===== src/rtl/flag_register_if.sv =====
// Condition-check bus between execute and flag_register: flag writes, stack control and flag outputs.
// master drives the execute-side controls; slave is the flag register itself.
interface flag_register_if #(
    parameter int SHADOW_DEPTH = 4,
    parameter int CNT_W        = $clog2(SHADOW_DEPTH + 1)
);
    logic [3:0]       ALUFlags;
    logic [1:0]       FlagW;
    logic             CondEx;
    logic             Stall;
    logic             Flush;
    logic             Save;
    logic             Restore;
    logic [3:0]       Flags;
    logic [3:0]       FlagsFwd;
    logic [CNT_W-1:0] ShadowCount;
    logic             Overflow;
    logic             Underflow;
    logic             SeqErr;

    modport master (
        output ALUFlags, FlagW, CondEx, Stall, Flush, Save, Restore,
        input  Flags, FlagsFwd, ShadowCount, Overflow, Underflow, SeqErr
    );

    modport slave (
        input  ALUFlags, FlagW, CondEx, Stall, Flush, Save, Restore,
        output Flags, FlagsFwd, ShadowCount, Overflow, Underflow, SeqErr
    );
endinterface


===== src/rtl/flag_register.sv =====
// NZCV flag register with one pending commit stage and a LIFO shadow stack for exception entry/return.
// Define FLAGREG_FWD_EN to bypass the pending write onto FlagsFwd and into saved snapshots.
module flag_register #(
    parameter int SHADOW_DEPTH = 4,
    parameter int CNT_W        = $clog2(SHADOW_DEPTH + 1)
) (
    input  logic           clk,
    input  logic           rst_n,
    flag_register_if.slave bus
);
    localparam int IDX_W = (SHADOW_DEPTH > 1) ? $clog2(SHADOW_DEPTH) : 1;

    logic [3:0]       flags_q, flags_d;
    logic             pend_valid_q, pend_valid_d;
    logic [3:0]       pend_mask_q, pend_data_q;
    logic [CNT_W-1:0] count_q, count_d;
    logic             overflow_q, underflow_q, seq_err_q;
    logic [3:0]       shadow_q [SHADOW_DEPTH];

    logic [3:0]       merged, push_val, top_entry;
    logic             save_eff, restore_eff, full, empty, do_push, do_pop;
    logic [IDX_W-1:0] push_idx, top_idx;

    always_comb begin
        merged      = pend_valid_q ? ((flags_q & ~pend_mask_q) | (pend_data_q & pend_mask_q)) : flags_q;
        save_eff    = bus.Save & ~bus.Restore & ~bus.Stall;
        restore_eff = bus.Restore & ~bus.Save & ~bus.Stall;
        full        = (count_q == CNT_W'(SHADOW_DEPTH));
        empty       = (count_q == '0);
        do_push     = save_eff & ~full;
        do_pop      = restore_eff & ~empty;
        push_idx    = IDX_W'(count_q);
        top_idx     = IDX_W'(count_q - CNT_W'(1));
        top_entry   = shadow_q[top_idx];
`ifdef FLAGREG_FWD_EN
        push_val    = merged;
`else
        push_val    = flags_q;
`endif
        // A successful pop overrides the pending commit and blocks this cycle's capture.
        flags_d      = do_pop ? top_entry : merged;
        pend_valid_d = bus.CondEx & (|bus.FlagW) & ~bus.Flush & ~do_pop;
        count_d      = count_q;
        if (do_push) begin
            count_d = count_q + CNT_W'(1);
        end else if (do_pop) begin
            count_d = count_q - CNT_W'(1);
        end
    end

    always_ff @(posedge clk) begin
        if (!rst_n) begin
            flags_q      <= 4'b0000;
            pend_valid_q <= 1'b0;
            pend_mask_q  <= 4'b0000;
            pend_data_q  <= 4'b0000;
            count_q      <= '0;
            overflow_q   <= 1'b0;
            underflow_q  <= 1'b0;
            seq_err_q    <= 1'b0;
        end else begin
            seq_err_q <= bus.Save & bus.Restore & ~bus.Stall;
            if (!bus.Stall) begin
                flags_q      <= flags_d;
                pend_valid_q <= pend_valid_d;
                pend_mask_q  <= {bus.FlagW[1], bus.FlagW[1], bus.FlagW[0], bus.FlagW[0]};
                pend_data_q  <= bus.ALUFlags;
                count_q      <= count_d;
                if (save_eff && full) begin
                    overflow_q <= 1'b1;
                end
                if (restore_eff && empty) begin
                    underflow_q <= 1'b1;
                end
            end
        end
    end

    // Stack contents are don't-care after reset, so the storage carries no reset.
    always_ff @(posedge clk) begin
        if (rst_n && do_push) begin
            shadow_q[push_idx] <= push_val;
        end
    end

    assign bus.Flags       = flags_q;
`ifdef FLAGREG_FWD_EN
    assign bus.FlagsFwd    = merged;
`else
    assign bus.FlagsFwd    = flags_q;
`endif
    assign bus.ShadowCount = count_q;
    assign bus.Overflow    = overflow_q;
    assign bus.Underflow   = underflow_q;
    assign bus.SeqErr      = seq_err_q;
endmodule


===== src/flat_wrapper.sv =====
// flat-port wrapper written by rule: the top's interface ports become plain ports
module flag_register_flat 
#(
    parameter int SHADOW_DEPTH = 4,
    parameter int CNT_W        = $clog2(SHADOW_DEPTH + 1)
)
  (clk, rst_n, bus_ALUFlags, bus_FlagW, bus_CondEx, bus_Stall, bus_Flush, bus_Save, bus_Restore, bus_Flags, bus_FlagsFwd, bus_ShadowCount, bus_Overflow, bus_Underflow, bus_SeqErr);
  flag_register_if #(.SHADOW_DEPTH(SHADOW_DEPTH), .CNT_W(CNT_W)) bus_i ();
  input  logic clk;
  input  logic rst_n;
  input wire logic [$bits(bus_i.ALUFlags)-1:0] bus_ALUFlags;
  input wire logic [$bits(bus_i.FlagW)-1:0] bus_FlagW;
  input wire logic [$bits(bus_i.CondEx)-1:0] bus_CondEx;
  input wire logic [$bits(bus_i.Stall)-1:0] bus_Stall;
  input wire logic [$bits(bus_i.Flush)-1:0] bus_Flush;
  input wire logic [$bits(bus_i.Save)-1:0] bus_Save;
  input wire logic [$bits(bus_i.Restore)-1:0] bus_Restore;
  output wire logic [$bits(bus_i.Flags)-1:0] bus_Flags;
  output wire logic [$bits(bus_i.FlagsFwd)-1:0] bus_FlagsFwd;
  output wire logic [$bits(bus_i.ShadowCount)-1:0] bus_ShadowCount;
  output wire logic [$bits(bus_i.Overflow)-1:0] bus_Overflow;
  output wire logic [$bits(bus_i.Underflow)-1:0] bus_Underflow;
  output wire logic [$bits(bus_i.SeqErr)-1:0] bus_SeqErr;
  assign bus_i.ALUFlags = bus_ALUFlags;
  assign bus_i.FlagW = bus_FlagW;
  assign bus_i.CondEx = bus_CondEx;
  assign bus_i.Stall = bus_Stall;
  assign bus_i.Flush = bus_Flush;
  assign bus_i.Save = bus_Save;
  assign bus_i.Restore = bus_Restore;
  assign bus_Flags = bus_i.Flags;
  assign bus_FlagsFwd = bus_i.FlagsFwd;
  assign bus_ShadowCount = bus_i.ShadowCount;
  assign bus_Overflow = bus_i.Overflow;
  assign bus_Underflow = bus_i.Underflow;
  assign bus_SeqErr = bus_i.SeqErr;
  flag_register #(.SHADOW_DEPTH(SHADOW_DEPTH), .CNT_W(CNT_W)) u_core (.clk(clk), .rst_n(rst_n), .bus(bus_i));
endmodule

===== config.mk =====
export PLATFORM = sky130hd
export DESIGN_NAME = flag_register_flat
export DESIGN_NICKNAME = d
export VERILOG_FILES = /design/src/rtl/flag_register_if.sv /design/src/rtl/flag_register.sv /design/src/flat_wrapper.sv
export SDC_FILE = /design/constraint.sdc
export NUM_CORES = 1
export LEC_CHECK = 0
export BUFFER_PORTS_ARGS = -buffer_cell sky130_fd_sc_hd__buf_2
export CAP_MARGIN = 5
export CORE_ASPECT_RATIO = 0.5
export CORE_MARGIN = 2
export CORE_UTILIZATION = 54
export CTS_CLUSTER_DIAMETER = 100
export DETAILED_ROUTE_END_ITERATION = 8
export PLACE_DENSITY = 0.78
export RECOVER_POWER = 50
export REMOVE_ABC_BUFFERS = 1
export SYNTH_ARGS = -nofsm -noshare
export SYNTH_HDL_FRONTEND = slang
export SYNTH_SLANG_ARGS = --single-unit

===== constraint.sdc =====
create_clock -name clk -period 2.14 [get_ports clk]
set_input_delay 0.428 -clock clk [delete_from_list [all_inputs] [get_ports clk]]
set_output_delay 0.428 -clock clk [all_outputs]
set_load 0.005 [all_outputs]

Word-level counts from Yosys, hierarchy flattened
Memory sizes are Yosys's and may differ from the RTL's.
Index checks and enable logic that the tools add are counted.
{"block": "classes", "n_bitwise": 22, "add_sub_neg": 2, "muxes": 6, "reduce_logical": 11, "n_eq_ne": 1}
{"cell": "AND 1 bit", "count": 11}
{"cell": "AND 4 bit", "count": 2}
{"cell": "2-to-1 mux 4 bit", "count": 2}
{"cell": "AND reduction 2 bit", "count": 4}
{"cell": "inverter 1 bit", "count": 7}
{"cell": "2-to-1 mux 3 bit", "count": 2}
{"cell": "inverter 4 bit", "count": 1}
{"cell": "bitwise OR 4 bit", "count": 1}
{"cell": "nonzero test 2 bit", "count": 2}
{"cell": "adder 3 x 1 -> 3 bit (second input constant)", "count": 1}
{"cell": "== test 3 bit (second input constant)", "count": 1}
{"cell": "logical AND 1 bit", "count": 3}
{"cell": "zero test 3 bit", "count": 1}
{"cell": "subtractor 3 x 1 -> 3 bit (second input constant)", "count": 1}
{"cell": "2-to-1 mux 1 bit", "count": 2}
{"cell": "OR reduction 2 bit", "count": 1}
{"block": "word_totals", "ff_bits": 18, "out_inout_bits": 14, "inputBits": 13, "n_memories": 1, "mem_bits_rw": 16, "wordCells": 51}
{"name": "u_core.shadow_q", "words": 4, "word_bits": 4, "rd": 1, "rd_ports_with_merged_regs": 0, "write_ports": 1, "line": "flag_register.sv:18", "source": "logic [3:0] shadow_q [SHADOW_DEPTH];"}

Depth between registers and ports, before layout
{"block": "logic_depth", "ltp_word": 7, "depth_mapped": 8}

Least setup slack after synthesis
No wires, ideal clock.
{"block": "synth_timing", "kind": "reg2reg", "startpoint": "register u_core.count_q[0], in the netlist u_core.bus.ShadowCount[0]", "endpoint": "register (tool-made name)", "arrival_time_ps": 1779, "path_buffers": 1, "path_stages_with_launch": 8, "setup_slack_ps": 238, "setup_ps": 122, "t_required_ps": 2018, "path_cell_list": "dfxtp_1 buf_2 inv_1 ha_1 ha_1 or4b_4 nand2_1 o21ai_0"}
{"item": "start, declared", "line": "flag_register.sv:16", "source": "logic [CNT_W-1:0] count_q, count_d;"}
{"item": "start signal, assigned", "line": "flag_register.sv:68", "source": "count_q <= count_d;"}

Worst setup path after layout
{"block": "layout_timing", "startpoint": "register u_core.count_q[1], in the netlist u_core.bus.ShadowCount[1]", "endpoint": "memory u_core.shadow_q[0][1] (enable)"}
{"block": "layout_between", "elab_chain_cells": 6}
{"item": "== test 3 bit", "line": "flag_register.sv:28", "source": "full = (count_q == CNT_W'(SHADOW_DEPTH));"}
{"item": "inverter 1 bit", "line": "flag_register.sv:30", "source": "do_push = save_eff & ~full;"}
{"item": "AND 1 bit", "line": "flag_register.sv:30"}
{"item": "logical AND 1 bit", "line": "flag_register.sv:81", "source": "if (rst_n && do_push) begin"}
{"item": "2-to-1 mux 1 bit", "line": "flag_register.sv:81"}
{"item": "2-to-1 mux 1 bit (not written as such)", "line": "flag_register.sv:82", "source": "shadow_q[push_idx] <= push_val;"}
{"item": "end, declared", "line": "flag_register.sv:18"}
Parallel ways exist; a longest one is shown, timed or not.

==> run metrics <==
total core area=2590 um^2; Cell Area, Synth=1460 um^2; HP Class=primary input to flip-flop; Critical Setup Path Class=flip-flop to flip-flop; Final setup viols=0; Vias/cell=5.26; post-layout worst setup margin=0.288 ns; Achievable Freq=0.540 GHz; CP Capture Type=flip-flop; n_diodes=0; routed len/inst=14.7 um; synthesis-stage register bit count=33; max-slew violation count=0; share of cells above drive strength 1=24.8%; Max clock buf depth=2; Slew HR=50.1%; CTS sink cnt=33; number of synthesized flops with an enable pin=16; total track usage=18.7%; Post-layout nets=163; initial core utilization=56.4%; Crit Path Max Fanout=6; Gates resized, CTS repair=0; DIE HEIGHT=40.8 um; Total Wirelength=2670 um; Final Hold Viols=0; setup bufs post-CTS=0; Port Buffer Count=26; post-DP HPWL=1870 um; Yosys warning total=0; total CTS buffers=5; Die Wd=77.5 um; layout overhead on the synthesized area=14.8%; root buffer cell=clkbuf_8; initial antenna violation count=0; pwr/cell area=734 nW/um^2; # DRC=0; clk_lat worst skew=0.28 ns; worst slew pin tran=0.749 ns; Final TNS setup=0 ns; Clock Pin Slew Worst Setup and Hold Paths=0.07 ns; Final Cycle Share=86.6%; Fin Clk Skew=0.00691 ns; vias in the first global route=816; # rows=13; routed via count=957; post-synth cell types=30; first-pass GRT wire length=4150 um; synthesized area per cell=12.4 um^2; CTS tree=built; GPL Wtd Cong=0.756; CTS H-tree lvls=2; max_cap viols=0; GR Overflow Total=0; die area=3160 um^2; io pins=27; Worst VDD drop=467 uV; post-synth top area share=32.9%; top_reg_cell synth=dfxtp_1; Routed Antenna Nets=0; CP arrival=1.82 ns; outcome=completed; count leader, synth=dfxtp_1; TritonRoute pass-1 iters=4; top cells by area, synth=edfxtp_1 (33%), dfxtp_1 (23%), mux2i_1 (6.9%); commonest cells in the netlist=dfxtp_1 (17), edfxtp_1 (16), mux2i_1 (10); static leakage=0.709 nW; hold_buf cts=0; Mapped Cells=118; unrepaired setup endpoints after global routing=false; dpl ws=0.296 ns; WP data required=2.10 ns; largest net degree at the start of global routing=22; Iteration-0 DRC Markers=78; startpoint types=flip-flop; minimum clock period=1.85 ns; register area share after synthesis=56.3%; ys async rst share=0%; area leader, netlist=edfxtp_1
-- worst paths after layout --
check	slack (ns)	cells past startpoint	endpoint	start
max	0.29	5	u_core.shadow_q[0][1]$_DFFE_PP_	u_core.bus.ShadowCount[1]$_SDFFE_PN0P_
max reg2reg	0.29	5	u_core.shadow_q[0][1]$_DFFE_PP_	u_core.bus.ShadowCount[1]$_SDFFE_PN0P_
min	0.40	3	u_core.pend_data_q[3]$_SDFFE_PN0N_	bus_ALUFlags[3]
min reg2reg	0.47	1	u_core.bus.Overflow$_SDFFE_PN0P_	u_core.bus.Overflow$_SDFFE_PN0P_
-- cell type report --
cell class                      count  area, um^2
Fill cell                         210         911
Clock inverter                      2        10.0
Inverter                            4        15.0
Multi-Input combinational cell     72         571
Clock buffer                        6        72.6
Timing Repair Buffer               28         140
Sequential cell                    33         821
Tap cell                           37        46.3
-- critical path: stages, from the launching register on --
cell and delay (ns):
dfxtp_1 0.40, inv_1 0.10, ha_1 0.22, a21oi_1 0.23, and2_1 0.26, and3_1 0.32
-- cells by family (layout without fill, tap and decap cells) --
family / count (synthesis) / after routing / share of synthesized area (%)
DFF: 33 / 33 / 56.3
buffers and inverters: 13 / 40 / 4.63
and+or+nand+nor: 35 / 35 / 13.6
muxes: 14 / 14 / 13.0
adders and majority gates: 6 / 6 / 5.15
AOI/OAI and AO/OA: 17 / 17 / 7.38
-- metrics by stage --
step	power [mW]	utilization [%]	hold slack [ns]	area (um^2)	instances
after floorplan	0.754	-	0.449	1410	109
after global placement	0.798	61.8	0.451	1600	174
after detailed placement	0.799	61.8	0.449	1600	174
after CTS	1.24	65.0	0.408	1680	182
after global routing	1.28	64.8	0.434	1680	182
final	1.23	64.8	0.404	1680	182
-- cells in the final DEF (no fill, tap or decap), drive strengths merged, types with 5 or more instances in the layout --
| cell | instances |
|---|---|
| edfxtp | 16 |
| and3 | 5 |
| o21ai | 5 |
| ha | 6 |
| mux2i | 10 |
| nand2 | 5 |
| buf | 24 |
| clkbuf | 10 |
| nor2b | 9 |
| nor2 | 5 |
| dfxtp | 17 |
-- routing by layer --
layer  vias to the layer above  global-route usage [%]  routed length, um
met2                        25                    27.2               1150
met5                         -                       0                  0
met4                         0                    6.70                 28
met3                         6                    5.95                148
met1                       451                    26.5               1340
li1                        475                       -                  -
-- where the power goes --
group / switching [mW] / leakage (nW) / internal [mW]
combinational: 0.0543 / 0.367 / 0.0498
clock: 0.219 / 0.0450 / 0.225
sequential: 0.00900 / 0.297 / 0.672
total: 0.282 / 0.709 / 0.947
Note: power is estimated with default switching activity, not from simulation.
